--- config.mk ---
export PLATFORM = sky130hd
export DESIGN_NAME = serial_subtractor_flat
export DESIGN_NICKNAME = d
export VERILOG_FILES = /design/src/rtl/serial_subtractor_if.sv /design/src/rtl/serial_subtractor.sv /design/src/flat_wrapper.sv
export SDC_FILE = /design/constraint.sdc
export NUM_CORES = 1
export LEC_CHECK = 0
export CAP_MARGIN = 20
export CORE_MARGIN = 2
export CORE_UTILIZATION = 46
export CTS_CLUSTER_SIZE = 8
export DETAILED_ROUTE_END_ITERATION = 16
export PLACE_DENSITY = 0.74
export SLEW_MARGIN = 20
export SYNTH_ARGS = -nofsm -noshare
export SYNTH_HDL_FRONTEND = slang
export SYNTH_SLANG_ARGS = --single-unit
export TNS_END_PERCENT = 50
--- constraint.sdc ---
create_clock -name clk -period 1.9 [get_ports clk]
set_clock_uncertainty 0.1 [all_clocks]
set_input_delay 0.475 -clock clk [delete_from_list [all_inputs] [get_ports clk]]
set_output_delay 0.475 -clock clk [all_outputs]
set_load 0.005 [all_outputs]
--- src/rtl/serial_subtractor_if.sv ---
// Operand/result bundle between the operand source, the bit-serial subtractor and its consumer.
// The master side drives start/a/b and observes busy/done/diff/borrow.
interface serial_subtractor_if #(
  parameter int WIDTH = 8
);
  logic             start;
  logic [WIDTH-1:0] a;
  logic [WIDTH-1:0] b;
  logic             busy;
  logic             done;
  logic [WIDTH-1:0] diff;
  logic             borrow;

  modport master (
    output start, a, b,
    input  busy, done, diff, borrow
  );

  modport slave (
    input  start, a, b,
    output busy, done, diff, borrow
  );
endinterface

--- src/rtl/serial_subtractor.sv ---
// Bit-serial a - b, LSB first, one full-subtractor step per clock; done pulses WIDTH cycles after start is accepted.
// No backpressure: start is only sampled in IDLE, and requests in RUN/DONE are dropped.
module serial_subtractor #(
  parameter int WIDTH = 8
) (
  input  logic                clk,
  input  logic                rst_n,
  serial_subtractor_if.slave  sub
);

  localparam int CW = (WIDTH > 2) ? $clog2(WIDTH) : 1;
  localparam logic [CW-1:0] LAST_BIT = CW'(WIDTH - 1);

  localparam logic [1:0] ST_IDLE = 2'd0;
  localparam logic [1:0] ST_RUN  = 2'd1;
  localparam logic [1:0] ST_DONE = 2'd2;

  logic [1:0]       state_q,  state_d;
  logic [WIDTH-1:0] a_sr_q,   a_sr_d;
  logic [WIDTH-1:0] b_sr_q,   b_sr_d;
  logic [WIDTH-1:0] diff_q,   diff_d;
  logic [CW-1:0]    cnt_q,    cnt_d;
  logic             bin_q,    bin_d;
  logic             borrow_q, borrow_d;
  logic             busy_q,   busy_d;
  logic             done_q,   done_d;

  logic x_bit, y_bit, d_bit, bout;

  // Single full-subtractor cell fed from the bottom of the operand shift registers.
  assign x_bit = a_sr_q[0];
  assign y_bit = b_sr_q[0];
  assign d_bit = x_bit ^ y_bit ^ bin_q;
  assign bout  = (~x_bit & y_bit) | (~(x_bit ^ y_bit) & bin_q);

  always_comb begin
    state_d  = state_q;
    a_sr_d   = a_sr_q;
    b_sr_d   = b_sr_q;
    diff_d   = diff_q;
    cnt_d    = cnt_q;
    bin_d    = bin_q;
    borrow_d = borrow_q;
    busy_d   = 1'b0;
    done_d   = 1'b0;
    case (state_q)
      ST_IDLE: begin
        if (sub.start) begin
          a_sr_d  = sub.a;
          b_sr_d  = sub.b;
          cnt_d   = '0;
          bin_d   = 1'b0;
          state_d = ST_RUN;
          busy_d  = 1'b1;
        end
      end
      ST_RUN: begin
        // Difference bits enter at the MSB so bit 0 lands in place after WIDTH shifts.
        diff_d = {d_bit, diff_q[WIDTH-1:1]};
        bin_d  = bout;
        a_sr_d = a_sr_q >> 1;
        b_sr_d = b_sr_q >> 1;
        cnt_d  = cnt_q + CW'(1);
        busy_d = 1'b1;
        if (cnt_q == LAST_BIT) begin
          borrow_d = bout;
          state_d  = ST_DONE;
          busy_d   = 1'b0;
          done_d   = 1'b1;
        end
      end
      ST_DONE: begin
        state_d = ST_IDLE;
      end
      default: begin
        state_d = ST_IDLE;
      end
    endcase
  end

  always_ff @(posedge clk or negedge rst_n) begin
    if (!rst_n) begin
      state_q  <= ST_IDLE;
      a_sr_q   <= '0;
      b_sr_q   <= '0;
      diff_q   <= '0;
      cnt_q    <= '0;
      bin_q    <= 1'b0;
      borrow_q <= 1'b0;
      busy_q   <= 1'b0;
      done_q   <= 1'b0;
    end else begin
      state_q  <= state_d;
      a_sr_q   <= a_sr_d;
      b_sr_q   <= b_sr_d;
      diff_q   <= diff_d;
      cnt_q    <= cnt_d;
      bin_q    <= bin_d;
      borrow_q <= borrow_d;
      busy_q   <= busy_d;
      done_q   <= done_d;
    end
  end

  assign sub.busy   = busy_q;
  assign sub.done   = done_q;
  assign sub.diff   = diff_q;
  assign sub.borrow = borrow_q;

endmodule
--- src/flat_wrapper.sv ---
// flat-port wrapper written by rule: the top's interface ports become plain ports
module serial_subtractor_flat 
#(
  parameter int WIDTH = 8
)
  (clk, rst_n, sub_start, sub_a, sub_b, sub_busy, sub_done, sub_diff, sub_borrow);
  serial_subtractor_if #(.WIDTH(WIDTH)) sub_i ();
  input  logic clk;
  input  logic rst_n;
  input wire logic [$bits(sub_i.start)-1:0] sub_start;
  input wire logic [$bits(sub_i.a)-1:0] sub_a;
  input wire logic [$bits(sub_i.b)-1:0] sub_b;
  output wire logic [$bits(sub_i.busy)-1:0] sub_busy;
  output wire logic [$bits(sub_i.done)-1:0] sub_done;
  output wire logic [$bits(sub_i.diff)-1:0] sub_diff;
  output wire logic [$bits(sub_i.borrow)-1:0] sub_borrow;
  assign sub_i.start = sub_start;
  assign sub_i.a = sub_a;
  assign sub_i.b = sub_b;
  assign sub_busy = sub_i.busy;
  assign sub_done = sub_i.done;
  assign sub_diff = sub_i.diff;
  assign sub_borrow = sub_i.borrow;
  serial_subtractor #(.WIDTH(WIDTH)) u_core (.clk(clk), .rst_n(rst_n), .sub(sub_i));
endmodule
## Word-level counts from Yosys, hierarchy flattened

Cells that the tools add are included.

- Reduce and logical (&&, ||, !) cells: 5
- Bitwise operators: 7
- Eq/ne operators: 4
- $add $sub $neg: 1
- Mux-type cells: 16

Operators with widths:

| cell | count |
|---|---|
| $pmux W8 S2 | 2 |
| $mux W8 | 2 |
| $pmux W3 S2 | 1 |
| $reduce_and A2 Y1 | 3 |
| $mux W1 | 5 |
| $mux W2 | 2 |
| $pmux W1 S2 | 2 |
| $pmux W2 S2 | 1 |
| $add A3 B1 Y3 const B | 1 |
| $eq A3 B3 Y1 const B | 1 |
| $mux W3 | 1 |
| $and A1 B1 Y1 | 2 |
| $eq A2 B1 Y1 const B | 1 |
| $logic_not A2 Y1 | 1 |
| $ne A2 B1 Y1 const B | 1 |
| $ne A2 B2 Y1 const B | 1 |
| $not A1 Y1 | 2 |
| $reduce_bool A2 Y1 | 1 |
| $xor A1 B1 Y1 | 2 |
| $or A1 B1 Y1 | 1 |

- Bits of input ports: 19
- Output and inout bits: 11
- Word-level logic and storage cells: 42
- Register bits after elaboration: 33

## Longest topological paths before layout

Gate-level depths: netlist (run 1).

- Word-level depth: 5
- Mapped depth: 5
- Mapped depth without buffers: 4

## Least setup slack after synthesis (run 1)

Ideal clock, no wire load.

- Path type: reg-to-reg
- Start: reg u_core.state_q[1]
- End: reg u_core.a_sr_q[6]
- Data required time: 1.677 ns
- Path slack: 0.518 ns
- Data arrival time: 1.159 ns
- Period minus slack after synthesis: 1.382 ns
- Setup time: 0.123 ns
- Path buffers: 1
- Stages on the path, launching flop included: 4
- Cell sequence: dfrtp_1 -> buf_6 -> or4b_1 -> o221a_2

- Cells in the longest elaborated chain, start to end: 3
- Elaborated cells between the ends (all ways): 6
- Classes of those cells: eq/ne (2); mux (1); reduce/logical (3)

RTL lines:

| item | line | source |
|---|---|---|
| from (decl) | serial_subtractor.sv:18 | `logic [1:0] state_q, state_d;` |
| from (signal assigned) | serial_subtractor.sv:93 | `state_q <= state_d;` |
| $eq A2 B1 Y1 or $logic_not A2 Y1 (tied branches) | serial_subtractor.sv:46 | `case (state_q)` |
| $reduce_bool A2 Y1 (no source line) or $ne A2 B2 Y1 (tied branches) | - |  |
| $reduce_and A2 Y1 (no source line) | - |  |
| to (signal assigned) | serial_subtractor.sv:94 | `a_sr_q <= a_sr_d;` |
| to (decl) | serial_subtractor.sv:19 | `logic [WIDTH-1:0] a_sr_q, a_sr_d;` |

Parallel ways exist; a longest one is shown, timed or not.
A chain may end at the register's enable or synchronous reset.

## Worst setup path in the final report (run 1)

- Start: reg u_core.diff_q[7] (netlist: u_core.sub.diff[7])
- End: out sub_diff[7]

RTL lines:

| item | line | source |
|---|---|---|
| from (decl) | serial_subtractor.sv:21 | `logic [WIDTH-1:0] diff_q, diff_d;` |
| from (signal assigned) | serial_subtractor.sv:96 | `diff_q <= diff_d;` |
| to (decl) | flat_wrapper.sv:15 | `output wire logic [$bits(sub_i.diff)-1:0] sub_diff;` |

No word-level cell between the ends.

==> results of run 1 <==
==> Yosys cell counts, types with 3 or more instances <==
master and n:
inv_1 13, a221oi_1 9, buf_4 3, or4b_1 4, o221a_2 4, dfrtp_1 33, buf_6 3, mux2_2 8
buf_2 3, nor4b_1 10
==> through the flow <==
step           std cells  worst slack [ps]
6_report             193               111
3_5_place_dp         185             -8.17
4_1_cts              193              87.4
5_1_grt              193              19.1
3_3_place_gp         185              24.2
2_1_floorplan        115               518
==> per-layer routing <==
layer / global-route usage (%) / vias to the layer above / routed length (um)
li1: - / 493 / -
met1: 20.7 / 507 / 1130
met2: 29.3 / 34 / 1330
met3: 7.14 / 7 / 165
met4: 6.52 / 0 / 55
met5: 0 / - / 0
==> registers in the layout, indices dropped and copies added, names as in the netlist <==
register           count
u_core.sub.busy        1
u_core.b_sr_q          8
u_core.sub.done        1
u_core.bin_q           1
u_core.sub.borrow      1
u_core.state_q         2
u_core.sub.diff        8
u_core.a_sr_q          8
u_core.cnt_q           3
==> cell type report <==
cell class,instances,share of cell area [%]
flip-flops and latches,33,42.8
clock inverters,3,3.37
multi-input cells,59,28.7
inverters,13,2.53
clock buffers,5,1.95
repair buffers,36,17.8
well taps,44,2.85
==> power by group through the flow <==
stage | clock network [uW] | registers, uW | logic (uW)
6_report | 644 | 1190 | 1170
5_1_grt | 698 | 1230 | 1320
4_1_cts | 660 | 1200 | 1180
3_5_place_dp | 0 | 1210 | 1170
3_3_place_gp | 0 | 1200 | 1130
2_1_floorplan | 0 | 1180 | 806
==> cell families (layout without fill, tap and decap cells) <==
group | count (synthesis) | in the layout | share of synthesized area [%]
simple gates | 23 | 23 | 13.2
flops | 33 | 33 | 54.9
buf+inv | 23 | 57 | 8.24
compound gates | 23 | 23 | 13.3
mux | 10 | 10 | 7.32
fa+ha+maj | 3 | 3 | 2.99
==> worst paths after layout <==
kind | start | endpoint | slack, ps | depth (start not counted)
hold / removal | u_core.cnt_q[0] | u_core.cnt_q[0] | 410 | 1
hold reg to reg | u_core.cnt_q[0] | u_core.cnt_q[0] | 410 | 1
max in group asynchronous | rst_n | u_core.cnt_q[1] | 980 | 2
setup / recovery | u_core.sub.diff[7] | sub_diff[7] | 110 | 1
setup reg to reg | u_core.state_q[0] | u_core.sub.diff[7] | 310 | 2
min in group asynchronous | rst_n | u_core.sub.diff[4] | 430 | 2
==> worst reg2reg max path, stage by stage, from the launching register on <==
cell	delay, ps
dfrtp_1	530
and2b_1	470
mux2_2	390
==> qor.csv, run 1 <==
metric,value,unit
status,"finished, final reports clean",
Vias,1041,
Detail Placement HPWL,1830,um
worst path bufs/invs,1,
"Warnings, synthesis",0,
first-pass GRT wire length,4730,um
Placer Congestion,0.708,
Hold WS,407,ps
Logic pwr share,38.9,%
Die Y,61.2,um
Tmin final,1790,ps
PD cells,1560,nW/um2
worst-margin pin slew,509,ps
"CP delay by family, top",buffers and inverters,
crit-path max FO,3,
synth top area cells,"dfrtp_1 55%, mux2_2 6.0%, nor4b_1 5.8%, a221oi_1 5.2%, inv_1 3.2%",
Fill cells,252,
Initial Utilization,48.9,%
multi-input combinational cell area,554,um2
total gr overflow,0,
Final Cycle Share,94.1,%
layout cells sized above 1,18.8,%
number of global-route vias before repair,1068,
P_sw,895,uW
DRC viols,0,
Ant. Diodes,0,
slowest CP cell,clkdlybuf4s50_1,
Worst Path Required,1320,ps
initial antenna violation count,0,
Std-Cell Rows,20,
hold_buf cts,0,
htree depth,2,
RSZ-0062 raised after global routing,no,
number of enable flip-flop cells after synthesis,0,
CP Launch Type,flop,
TritonCTS Buffers,5,
final setup fails,0,
Max-Cap Viols,0,
Final Hold Violating Endpoints,0,
Syn Std Cell Area,1500,um2
clk_lat worst skew,330,ps
CP Cell Sequence,clkdlybuf4s50_1,
Yosys reg bits,33,
critical path type,reg -> out,
Synth top area share,54.9,%
Root Driver,clkbuf_4,
CP peak stage delay,510,ps
TritonCTS clock tree,built,
register area,826,um2
synth unique cells,29,
Layout Utilization,62.7,%
Port Buffer Count,29,
ys async rst share,100,%
type of the most critical hold path,reg -> reg,
post-route ant nets,0,
most frequent cells in the layout,"33 x dfrtp_1, 29 x clkdlybuf4s50_1, 13 x inv_1, 10 x nor4b_1, 9 x a221oi_1",
Max Freq,559,MHz
fin area,1930,um2
syn_area_per_cell,13.1,um2
deepest clock path buffer count,2,
"Primary FF master, synth",dfrtp_1,
Initial DRC Count,20,
Slew HR,66.1,%
nature of the critical path endpoint,output port,
Core Area,3080,um2
Clock power frac,21.4,%
CTS Sinks,33,
PostCTS Resize Cnt,0,
Pleak,0.000823,uW
Nets,170,
"Slew Viols, Final",0,
switching fraction of total power,29.7,%
leading area contributor after synthesis,dfrtp_1,
Max VDD drop,919,uV
setup repair bufs after CTS,0,
die width,61.2,um
Setup TNS,0,ps
clock slew at reported path FFs,100,ps
DRT Wirelength,2680,um
Reg power frac,39.7,%
GRT Total Usage,17.7,%
WP data arrival,1210,ps
Placement Cell Area,1830,um2
sequential fraction of the synthesis area,54.9,%
Area growth syn-to-layout,28.3,%
Post-Synthesis Net Count,137,
Routed WL per cell,13.9,um
I/O pins,30,
Vias per Instance,5.39,
Synth Instances,115,
"commonest non-fill, non-tap cell in the layout",dfrtp_1,
largest net degree at the start of global routing,34,
internal power,2110,uW
total power draw,3010,uW
Die Area,3740,um2
DRT Pass-1 Iters,4,
(Power assumes the default switching activity.)
==> inputs of run 2 (changes only) <==
- PLACE_DENSITY: 0.74 -> 0.73
==> qor.csv, run 2 (same netlist as run 1, synthesis figures left out) <==
metric,value,unit,change
Placer Congestion,0.763,,+7.8%
RSZ-0062 raised after global routing,no,,
Final Cycle Share,95.0,%,+0.88 points
DP Cell Count,187,,+1.1%
DRT Wirelength,2920,um,+8.8%
final setup fails,0,,unchanged
Initial Utilization,48.9,%,unchanged
worst-margin pin slew,427,ps,-82.0 ps
first-pass GRT wire length,4480,um,-5.4%
I/O pins,30,,unchanged
TritonCTS clock tree,built,,
"Slew Viols, Final",0,,unchanged
htree depth,2,,unchanged
Port Buffer Count,29,,unchanged
clock slew at reported path FFs,110,ps,about the same
Final Non-Filler Cells,195,,+1.0%
fin area,1910,um2,-0.91%
Max VDD drop,688,uV,-25%
Area growth syn-to-layout,27.1,%,
largest net degree at the start of global routing,34,,unchanged
post-route ant nets,0,,unchanged
WP data arrival,1230,ps,+20 ps
Initial DRC Count,20,,unchanged
most frequent cells in the layout,"33 x dfrtp_1, 29 x clkdlybuf4s50_1, 13 x inv_1, 10 x nor4b_1",,
hold_sp,u_core.cnt_q[0],,
deepest clock path buffer count,2,,unchanged
type of the most critical hold path,reg -> reg,,
"commonest non-fill, non-tap cell in the layout",dfrtp_1,,
R2R Path End,u_core.sub.diff[6],,
Worst R2R Start,u_core.state_q[1],,
Placement Cell Area,1840,um2,+0.82%
Fill cells,269,,+6.7%
Slew HR,71.6,%,+5.5 points
Detail Placement HPWL,2080,um,+13%
slowest CP cell,clkdlybuf4s50_1,,
Ant. Diodes,0,,unchanged
setup repair bufs after CTS,0,,unchanged
CP Launch Type,flop,,
Final Hold Violating Endpoints,0,,unchanged
CP peak stage delay,510,ps,about the same
total gr overflow,0,,unchanged
Worst Path Required,1320,ps,about the same
status,"finished, final reports clean",,
Reg2Reg Depth,3,,+1
Tmin final,1810,ps,+16.7 ps
"CP delay by family, top",buffers and inverters,,
Pleak,0.000818,uW,-0.53%
worst setup path end,sub_diff[7],,
Placement Setup Slack,-90.9,ps,-82.7 ps
nature of the critical path endpoint,output port,,
worst path bufs/invs,1,,unchanged
critical path type,reg -> out,,
Routed WL per cell,14.9,um,+7.7%
crit-path max FO,3,,unchanged
Max Freq,554,MHz,-0.93%
Root Driver,clkbuf_4,,
clk_lat worst skew,330,ps,about the same
Final WS setup,94.6,ps,-16.7 ps
worst setup path startpoint,u_core.sub.diff[7],,
Stages on worst setup path,1,,unchanged
number of global-route vias before repair,954,,-11%
PD cells,1500,nW/um2,-3.7%
Vias per Instance,5.28,,-2.1%
DRT Pass-1 Iters,4,,unchanged
initial antenna violation count,0,,unchanged
R2R setup slack,320,ps,about the same
layout cells sized above 1,19.9,%,+1.1 points
Core Area,3080,um2,unchanged
Nets,172,,+1.2%
Die Y,61.2,um,unchanged
die width,61.2,um,unchanged
TritonCTS Buffers,5,,unchanged
Std-Cell Rows,20,,unchanged
CP Cell Sequence,clkdlybuf4s50_1,,
DRC viols,0,,unchanged
hold_buf cts,0,,unchanged
Max-Cap Viols,0,,unchanged
Setup TNS,0,ps,unchanged
Vias,1030,,-1.1%
PostCTS Resize Cnt,0,,unchanged
Die Area,3740,um2,unchanged
GRT Total Usage,17.1,%,-0.62 points
CTS Sinks,33,,unchanged
-- run 2: cell type report --
class	instances	area (um2)	area share (%)
Clock inverter	1	5.00	0.262
Clock buffer	7	65.1	3.40
Multi-Input combinational cell	59	554	29.0
Inverter	13	48.8	2.55
Timing Repair Buffer	38	358	18.7
Tap cell	44	55.1	2.88
Sequential cell	33	826	43.2
-- run 2: power breakdown --
group	internal [uW]	total (uW)	switching, uW	leakage, uW
Sequential	1030	1220	193	0.000394
Combinational	710	1200	492	0.000383
Clock	214	446	231	0.0000413
Total	1950	2870	917	0.000818
-- run 2: how the worst min path moves through the flow --
stage / slack [ps] / cells after the start / endpoint
after floorplan: 80 / 0 / u_core.a_sr_q[0]
after global placement: 380 / 1 / u_core.cnt_q[0]
after detailed placement: 380 / 1 / u_core.cnt_q[0]
after CTS: 390 / 1 / u_core.cnt_q[0]
after global routing: 410 / 1 / u_core.cnt_q[0]
final: 390 / 1 / u_core.cnt_q[0]
-- run 2: layer usage --
layer  part of all wire (%)  wire length [um]  track usage (%)
met3                    5.1               149             3.99
met2                     47              1360             25.7
met4                    1.5                44             8.39
met5                      0                 0                0
met1                     47              1360             23.4
-- run 2: worst reg2reg max path, cell delays in order (launching register included) --
cell      delay (ps)
dfrtp_1          610
nand2b_1         210
buf_4            210
mux2_2           350
-- run 2: through the flow --
| stage | total power [uW] | hold WS [ps] | utilization [%] |
|---|---|---|---|
| floorplan | 1990 | 79.4 | - |
| global placement | 2380 | 378 | 59.8 |
| detailed placement | 2460 | 381 | 59.8 |
| CTS | 2910 | 394 | 62.1 |
| global route | 3080 | 410 | 62.1 |
| finish | 2870 | 390 | 62.1 |
